## src/rtl/rs_alu_scheduler.sv

```systemverilog
// Reservation station for the integer ALU: buffers dispatched ops, snoops the
// ALU and LSB CDBs for pending operands, and issues one ready op per cycle.
module rs_alu_scheduler #(
  parameter int RS_SIZE = 16,
  parameter int ROB_W   = 4
) (
  input  logic             clk,
  input  logic             rst,
  input  logic             rdy,
  input  logic             clr,
  input  logic             DEC_sgn,
  input  logic [5:0]       DEC_opcode,
  input  logic [ROB_W-1:0] DEC_ROB_name,
  input  logic [31:0]      DEC_Vj,
  input  logic [31:0]      DEC_Vk,
  input  logic             DEC_Rj,
  input  logic             DEC_Rk,
  input  logic [ROB_W-1:0] DEC_Qj,
  input  logic [ROB_W-1:0] DEC_Qk,
  input  logic             ALU_CDB_sgn,
  input  logic [ROB_W-1:0] ALU_CDB_ROB_name,
  input  logic [31:0]      ALU_CDB_result,
  input  logic             LSB_CDB_sgn,
  input  logic [ROB_W-1:0] LSB_CDB_ROB_name,
  input  logic [31:0]      LSB_CDB_result,
  output logic             full,
  output logic             ALU_sgn,
  output logic [5:0]       ALU_opcode,
  output logic [ROB_W-1:0] ALU_ROB_name,
  output logic [31:0]      ALU_lhs,
  output logic [31:0]      ALU_rhs
);
  localparam int IDX_W = $clog2(RS_SIZE);
  localparam int CNT_W = IDX_W + 1;

  logic [RS_SIZE-1:0] busy_reg;
  logic [RS_SIZE-1:0] rj_reg;
  logic [RS_SIZE-1:0] rk_reg;
  logic [5:0]         opcode_reg [RS_SIZE];
  logic [ROB_W-1:0]   rob_reg    [RS_SIZE];
  logic [31:0]        vj_reg     [RS_SIZE];
  logic [31:0]        vk_reg     [RS_SIZE];
  logic [ROB_W-1:0]   qj_reg     [RS_SIZE];
  logic [ROB_W-1:0]   qk_reg     [RS_SIZE];

  logic [RS_SIZE-1:0] wake_j;
  logic [RS_SIZE-1:0] wake_k;
  logic [RS_SIZE-1:0] ready;
  logic [31:0]        wake_vj [RS_SIZE];
  logic [31:0]        wake_vk [RS_SIZE];

  // ALU CDB takes precedence over LSB CDB when selecting the captured value
  for (genvar gi = 0; gi < RS_SIZE; gi++) begin : g_entry
    logic alu_j, lsb_j, alu_k, lsb_k;
    assign alu_j = ALU_CDB_sgn && (ALU_CDB_ROB_name == qj_reg[gi]);
    assign lsb_j = LSB_CDB_sgn && (LSB_CDB_ROB_name == qj_reg[gi]);
    assign alu_k = ALU_CDB_sgn && (ALU_CDB_ROB_name == qk_reg[gi]);
    assign lsb_k = LSB_CDB_sgn && (LSB_CDB_ROB_name == qk_reg[gi]);
    assign wake_j[gi]  = busy_reg[gi] && rj_reg[gi] && (alu_j || lsb_j);
    assign wake_k[gi]  = busy_reg[gi] && rk_reg[gi] && (alu_k || lsb_k);
    assign wake_vj[gi] = alu_j ? ALU_CDB_result : LSB_CDB_result;
    assign wake_vk[gi] = alu_k ? ALU_CDB_result : LSB_CDB_result;
    assign ready[gi]   = busy_reg[gi] && !rj_reg[gi] && !rk_reg[gi];
  end

  // Same-cycle forwarding into the entry being dispatched
  logic        dec_alu_j, dec_lsb_j, dec_alu_k, dec_lsb_k;
  logic        dis_rj, dis_rk;
  logic [31:0] dis_vj, dis_vk;
  assign dec_alu_j = ALU_CDB_sgn && (ALU_CDB_ROB_name == DEC_Qj);
  assign dec_lsb_j = LSB_CDB_sgn && (LSB_CDB_ROB_name == DEC_Qj);
  assign dec_alu_k = ALU_CDB_sgn && (ALU_CDB_ROB_name == DEC_Qk);
  assign dec_lsb_k = LSB_CDB_sgn && (LSB_CDB_ROB_name == DEC_Qk);
  assign dis_rj = DEC_Rj && !(dec_alu_j || dec_lsb_j);
  assign dis_rk = DEC_Rk && !(dec_alu_k || dec_lsb_k);
  assign dis_vj = !DEC_Rj ? DEC_Vj : dec_alu_j ? ALU_CDB_result :
                  dec_lsb_j ? LSB_CDB_result : DEC_Vj;
  assign dis_vk = !DEC_Rk ? DEC_Vk : dec_alu_k ? ALU_CDB_result :
                  dec_lsb_k ? LSB_CDB_result : DEC_Vk;

  logic               free_found, issue_found, do_dispatch, full_next;
  logic [IDX_W-1:0]   free_idx, issue_idx;
  logic [RS_SIZE-1:0] busy_next;
  logic [CNT_W-1:0]   busy_cnt;

  // Descending scan so the lowest index wins for both allocation and issue
  always_comb begin
    free_found  = 1'b0;
    free_idx    = '0;
    issue_found = 1'b0;
    issue_idx   = '0;
    for (int i = RS_SIZE - 1; i >= 0; i--) begin
      if (!busy_reg[i]) begin
        free_found = 1'b1;
        free_idx   = IDX_W'(i);
      end
      if (ready[i]) begin
        issue_found = 1'b1;
        issue_idx   = IDX_W'(i);
      end
    end
  end

  assign do_dispatch = DEC_sgn && !full && free_found;

  always_comb begin
    busy_next = busy_reg;
    if (issue_found) busy_next[issue_idx] = 1'b0;
    if (do_dispatch) busy_next[free_idx] = 1'b1;
    busy_cnt = '0;
    for (int i = 0; i < RS_SIZE; i++) busy_cnt = busy_cnt + CNT_W'(busy_next[i]);
  end

  assign full_next = (busy_cnt == CNT_W'(RS_SIZE));

  always_ff @(posedge clk) begin
    if (rst) begin
      busy_reg     <= '0;
      full         <= 1'b0;
      ALU_sgn      <= 1'b0;
      ALU_opcode   <= '0;
      ALU_ROB_name <= '0;
      ALU_lhs      <= '0;
      ALU_rhs      <= '0;
    end else if (clr) begin
      busy_reg <= '0;
      full     <= 1'b0;
      ALU_sgn  <= 1'b0;
    end else if (rdy) begin
      busy_reg <= busy_next;
      full     <= full_next;
      ALU_sgn  <= issue_found;
      if (issue_found) begin
        ALU_opcode   <= opcode_reg[issue_idx];
        ALU_ROB_name <= rob_reg[issue_idx];
        ALU_lhs      <= vj_reg[issue_idx];
        ALU_rhs      <= vk_reg[issue_idx];
      end
      for (int i = 0; i < RS_SIZE; i++) begin
        if (wake_j[i]) begin
          vj_reg[i] <= wake_vj[i];
          rj_reg[i] <= 1'b0;
        end
        if (wake_k[i]) begin
          vk_reg[i] <= wake_vk[i];
          rk_reg[i] <= 1'b0;
        end
      end
      if (do_dispatch) begin
        opcode_reg[free_idx] <= DEC_opcode;
        rob_reg[free_idx]    <= DEC_ROB_name;
        vj_reg[free_idx]     <= dis_vj;
        vk_reg[free_idx]     <= dis_vk;
        rj_reg[free_idx]     <= dis_rj;
        rk_reg[free_idx]     <= dis_rk;
        qj_reg[free_idx]     <= DEC_Qj;
        qk_reg[free_idx]     <= DEC_Qk;
      end
    end else begin
      ALU_sgn <= 1'b0;
    end
  end
endmodule

```

## config.mk

```make
export PLATFORM = sky130hd
export DESIGN_NAME = rs_alu_scheduler
export DESIGN_NICKNAME = d
export VERILOG_FILES = /design/src/rtl/rs_alu_scheduler.sv
export SDC_FILE = /design/constraint.sdc
export NUM_CORES = 2
export LEC_CHECK = 0
export CAP_MARGIN = 20
export CORE_ASPECT_RATIO = 0.5
export CORE_MARGIN = 5
export CORE_UTILIZATION = 45
export DETAILED_ROUTE_END_ITERATION = 6
export PLACE_DENSITY_LB_ADDON = 0.12
export SYNTH_ARGS = -nofsm -noshare
export SYNTH_HDL_FRONTEND = slang
export SYNTH_SLANG_ARGS = --single-unit
```

## constraint.sdc

```tcl
create_clock -name clk -period 8.4 [get_ports clk]
set_input_delay 1.26 -clock clk [delete_from_list [all_inputs] [get_ports clk]]
set_output_delay 1.26 -clock clk [all_outputs]
set_load 0.01 [all_outputs]
```

== Word level (Yosys, flattened, before mapping) ==
Memories as Yosys holds them, arrays and structs flattened. A register that Yosys moved wholly into a read port is not among the register bits.
Index checks and enable logic that the tools add are counted.

* Flip-flop bits (word level): 50
* Bits in latches: 0
* Memory bits (writable): 1312
* Memory bits (read-only): 0
* Input port bits: 163
* Memories kept: 6

* Add/sub/neg operators: 15
* Multipliers: 0
* Divide/modulo/power cells: 0
* Magnitude comparators: 4
* Equality and inequality tests: 69
* Shift-type cells: 0
* Muxes and demuxes: 405
* Bitwise operators: 6
* Reductions and logical operators: 243

{| class="wikitable"
|+ Memories
! name !! depth !! width !! rd ports !! clocked after memory_dff !! write ports !! RTL line !! text
|-
| vj_reg || 16 || 32 || 1 || 1 || 17 || 41 || <nowiki>logic [31:0] vj_reg [RS_SIZE];</nowiki>
|-
| vk_reg || 16 || 32 || 1 || 1 || 17 || 42 || <nowiki>logic [31:0] vk_reg [RS_SIZE];</nowiki>
|-
| opcode_reg || 16 || 6 || 1 || 1 || 1 || 39 || <nowiki>logic [5:0] opcode_reg [RS_SIZE];</nowiki>
|-
| qj_reg || 16 || 4 || 16 || 0 || 1 || 43 || <nowiki>logic [ROB_W-1:0] qj_reg [RS_SIZE];</nowiki>
|-
| qk_reg || 16 || 4 || 16 || 0 || 1 || 44 || <nowiki>logic [ROB_W-1:0] qk_reg [RS_SIZE];</nowiki>
|-
| rob_reg || 16 || 4 || 1 || 1 || 1 || 40 || <nowiki>logic [ROB_W-1:0] rob_reg [RS_SIZE];</nowiki>
|}

{| class="wikitable"
|+ Operators with widths
! kind !! number
|-
| 2-to-1 mux 32 bit || 38
|-
| 2-to-1 mux 1 bit || 327
|-
| equality test 4 bit || 68
|-
| logical AND 1 bit || 170
|-
| 2-to-1 mux 4 bit || 32
|-
| 2-to-1 mux 16 bit || 4
|-
| adder 5 x 1 -> 5 bit || 11
|-
| zero test 1 bit || 35
|-
| logical OR 1 bit || 34
|-
| bitwise mux 16 bit || 2
|-
| bitwise AND 16 bit || 1
|-
| NOT 16 bit || 1
|-
| OR 16 bit || 1
|-
| less-than comparator 4 x 5 -> 1 bit, second input constant || 2
|-
| demux 1 bit (select 4 bit) || 2
|-
| greater-or-equal comparator 4 x 1 -> 1 bit, second input constant || 2
|-
| AND reduction 3 bit || 2
|-
| adder 4 x 1 -> 5 bit || 1
|-
| equality test 5 bit, second input constant || 1
|-
| adder 3 x 1 -> 4 bit || 1
|-
| adder 2 x 1 -> 3 bit || 1
|-
| NOT 1 bit || 3
|-
| OR reduction 3 bit || 1
|-
| adder 1 x 1 -> 2 bit || 1
|-
| OR reduction 2 bit || 1
|}

== Depth between registers and ports, before layout ==
* Word-level depth: 44
* Gate-level depth with buffers: 22

== Worst setup path before layout ==
Ideal clock, no wire load.

* Path type: input-to-reg
* Start: in DEC_sgn
* End: reg full
* Setup time: 0.070 ns
* Arrival: 5.930 ns
* Data required time: 8.330 ns
* Setup slack: 2.400 ns
* Stages on the path: 17
* Buffers on the path: 0
* Path through: nor2b_1 -> nand2_1 -> nor3b_1 -> a21boi_0 -> o21ai_1 -> nand2_1 -> fa_1 -> inv_1 -> fa_1 -> fa_1 -> inv_1 -> fa_1 -> ha_1 -> fa_1 -> nor4bb_1 -> o2111ai_1 -> a21oi_1

* Elaborated cells on any way between the ends: 19
* Classes of those cells: add/sub (15); eq/ne (1); mux (1); reduce/logical (2)

{| class="wikitable"
|+ RTL lines
! element !! RTL line !! text
|-
| start, declared || 11 || <nowiki>input logic DEC_sgn,</nowiki>
|-
| logical AND 1 bit (2 in series) || 104 || <nowiki>assign do_dispatch = DEC_sgn && !full && free_found;</nowiki>
|-
| 2-to-1 mux 16 bit || 109 || <nowiki>if (do_dispatch) busy_next[free_idx] = 1'b1;</nowiki>
|-
| net busy_next[5] || 83 || <nowiki>logic [RS_SIZE-1:0] busy_next;</nowiki>
|-
| adder 5 x 1 -> 5 bit (11 in series) || 111 || <nowiki>for (int i = 0; i < RS_SIZE; i++) busy_cnt = busy_cnt + CNT_W'(busy_next[i]);</nowiki>
|-
| equality test 5 bit || 114 || <nowiki>assign full_next = (busy_cnt == CNT_W'(RS_SIZE));</nowiki>
|-
| end signal, assigned || 131 || <nowiki>full <= full_next;</nowiki>
|-
| end, declared || 26 || <nowiki>output logic full,</nowiki>
|}

The timed path passes the listed nets, and every way through them passes these cells.
A chain may end at the register's enable or synchronous reset.

== Final worst setup path ==
* Start: in DEC_sgn
* End: reg full

* Longest elaborated chain between the ends: 19

{| class="wikitable"
|+ Ends and longest elaborated chain
! element !! RTL line
|-
| logical AND 1 bit (*) (2 in series) || 104
|-
| 2-to-1 mux 16 bit (*) || 109
|-
| adder 1 x 1 -> 2 bit || 111
|-
| adder 2 x 1 -> 3 bit || 111
|-
| adder 3 x 1 -> 4 bit || 111
|-
| adder 4 x 1 -> 5 bit || 111
|-
| adder 5 x 1 -> 5 bit (10 in series) || 111
|-
| adder 5 x 1 -> 5 bit (*) || 111
|-
| equality test 5 bit (*) || 114
|}

Every way passes the cells marked *; elsewhere a longest branch is shown, timed or not.

==> impl_metrics.ini <==
[layout]
drive_gt1_share_pct = 11.8
fillers = 15431
register_area_um2 = 42200
syn_to_final_growth_pct = 12.4
final_core_util_pct = 51.0
multi_input_area_um2 = 36700
final_cell_mix = 1560 x mux2i_1, 1344 x edfxtp_1, 303 x buf_4
final_cells = 9150
final_common_cell = mux2i_1
nets = 6804

[power]
internal_power_mw = 12.2
power.leakage_nw = 32.2
ir_worst_vdd_v = 0.000144
finalPower_mw = 16.1
switching_share_pct = 24.5
comb_power_share_pct = 8.9
p_clk_share_pct = 42.2
switchingPower_mw = 3.95
p_seq_share_pct = 48.8
power_density_nw_per_um2 = 175

[critical_path]
path_class = input pin to flip-flop
worstSetupStartpoint = DEC_sgn
cp_max_fo = 5
cp.required_ps = 9110
start_kind = input pin
end_kind = flip-flop
cp.arrival_ps = 7410
r2r-start = busy_reg[14]$_SDFFE_PP0P_

[route]
drc = 6
drt-pass1-iter-count = 7
post_drt_via_cell_ratio = 7.23
wl_um = 361000
avgRoutedWirePerCell_um = 39.5
vias = 66130
drtAntennaViolNets = 0
first_iter_violations = 11298

[clock_network]
clkTransAtPathRegs_ps = 70
cts.sinks = 1436
cts_tree = done
ctsResizeCount = 0
cts_htree_levels = 4
cts_inserted_buffers = 152
hold_buffers = 0
clk_latency_ps = 840
cts.path.max_buffers = 4
clock-root-buffer = clkbuf_16
cts_setup_buffers = 0

[synth]
synth_seq_cells = 1436
synth_area_leaders = edfxtp_1 49%, mux2i_1 19%, clkbuf_1 3.2%
synth_cells = 6813
synthFlopType = edfxtp_1
yosysTopAreaCell = edfxtp_1
yosys.area.top_type_share_pct = 49.3
ys.warnings.count = 0
ys_seq_area_share_pct = 51.6
syn-num-nets = 6991
async_flop_share_pct = 0
synthDistinctLibCells = 68
syn_area_um2 = 81800
synth_edf_count = 1344
synth_area_per_cell_um2 = 12.0

[placement]
dp_hpwl_um = 192000
dp.cells = 8859
globalplace.congestion = 0.918
io_buffers = 238

[flow_run]
drv_cap = 0

[sta]
rsz0062_at_grt = no
clock-skew-final_ps = 64.6
drv_slew = 0
relSlewSlack_pct = 17.9
whs_ps = 524
finalSetupViolCount = 0
fin_crit_ps = 6700
fin_tns_setup_ps = 0
hold_violations = 0
fin_crit_sh_pct = 79.7
worst-slew-pin-transition_ps = 1230
max_freq_mhz = 149

[global_route]
grtUsageMet3_pct = 10.6
grt_pass1_vias = 64000
grt_max_degree = 150
grt_overflow = 0
gr-usage-met2_pct = 52.3
met1_usage_pct = 50.6
grt-busiest-layer = met2
grt_pass1_wl_um = 495000
grt_use_total_pct = 36.3
antenna_found_initial = 11

[worst_hold_path]
worstHoldStart = ALU_lhs[14]$_SDFFE_PP0P_
hold_path_class = flip-flop to flip-flop

[die]
dieHeight_um = 312
die_area_um2 = 191000
io_pins = 239
initial_utilization_pct = 45.4
die_x_um = 613
coreArea_um2 = 180000
rows = 110

[run_status]
outcome = complete, but fails checks
violations = DRC
==> worst paths after layout <==
check,end,slack (ps),cells after the start
worst min-delay path,ALU_lhs[14]$_SDFFE_PP0P_,520,2
worst max-delay path,full$_SDFFE_PP0P_,1700,19
worst max register to register,full$_SDFFE_PP0P_,1720,18
worst min register to register,ALU_lhs[14]$_SDFFE_PP0P_,520,2
==> power groups by stage <==
stage               combinational, mW  clock (mW)  sequential (mW)
floorplan                       0.845           0             8.02
global placement                 1.33           0             8.02
detailed placement               1.39           0             8.02
CTS                              1.39        6.80             7.87
global route                     1.52        7.10             7.86
finish                           1.44        6.80             7.87
==> synth_stat cells, types with 6 or more instances <==
library cell / n
a211oi_1: 132
a21boi_0: 6
a21oi_1: 225
a221o_1: 98
a221oi_1: 50
a222oi_1: 75
a22oi_1: 173
a311oi_1: 74
a31oi_1: 104
and2_1: 9
and3_1: 27
buf_1: 115
buf_2: 87
clkbuf_1: 700
dfxtp_1: 92
edfxtp_1: 1344
fa_1: 10
inv_1: 100
mux2_2: 128
mux2i_1: 1560
nand2_1: 254
nand2b_1: 6
nand3_1: 28
nand4_1: 60
nor2_1: 25
nor2b_1: 134
nor3b_1: 17
nor4_1: 65
o211ai_1: 40
o21ai_0: 196
o21bai_1: 75
o22a_1: 74
o22ai_1: 65
o2bb2ai_1: 64
o311ai_0: 50
o31ai_1: 51
o32ai_1: 74
or3_1: 99
xnor2_1: 68
xor2_1: 202
==> per-stage QoR <==
stage	setup WS, ps	cell area, um2
4_1_cts	1810	91800
2_1_floorplan	2400	81800
6_report	1700	92000
3_3_place_gp	961	86900
3_5_place_dp	979	87100
5_1_grt	1480	92000
==> worst max-delay path, cell delays in order <==
cell	delay [ps]
clkdlybuf4s50_1	500
nor2b_1	310
nand2_1	170
nor3_1	280
buf_4	180
and2_1	260
a21boi_0	390
o21ai_1	360
a21boi_0	260
fa_1	590
fa_1	450
fa_1	540
inv_1	60
fa_1	460
ha_1	230
fa_1	480
nor4bb_1	310
o2111ai_1	160
a21oi_1	140
==> cell families (layout without fill, tap and decap cells) <==
group	count (synthesis)	count (layout)	synth area share, %
buffers and inverters	1005	927	4.75
multiplexers	1688	1688	20.8
flip-flops	1436	1436	51.6
adder cells (fa/ha/maj)	15	15	0.321
AO/OA/AOI/OAI	1650	1650	14.8
other	0	7	0
XOR/XNOR	270	270	2.89
AND/OR/NAND/NOR	749	749	4.89
==> routing by layer <==
metal	routed length, um	part of all wire, %
met1	141000	39
met2	152000	42
met3	50400	14
met4	18000	5.0
met5	13	0.0036
==> cell type report <==
type / instances / area share (%)
repair buffers: 563 / 5.43
inverters: 101 / 0.412
well taps: 2408 / 3.27
flip-flops and latches: 1436 / 45.9
diodes: 7 / 0.0190
clock buffers: 199 / 4.54
clock inverters: 64 / 0.612
multi-input cells: 4372 / 39.9
Note: power is estimated with default switching activity, not from simulation.
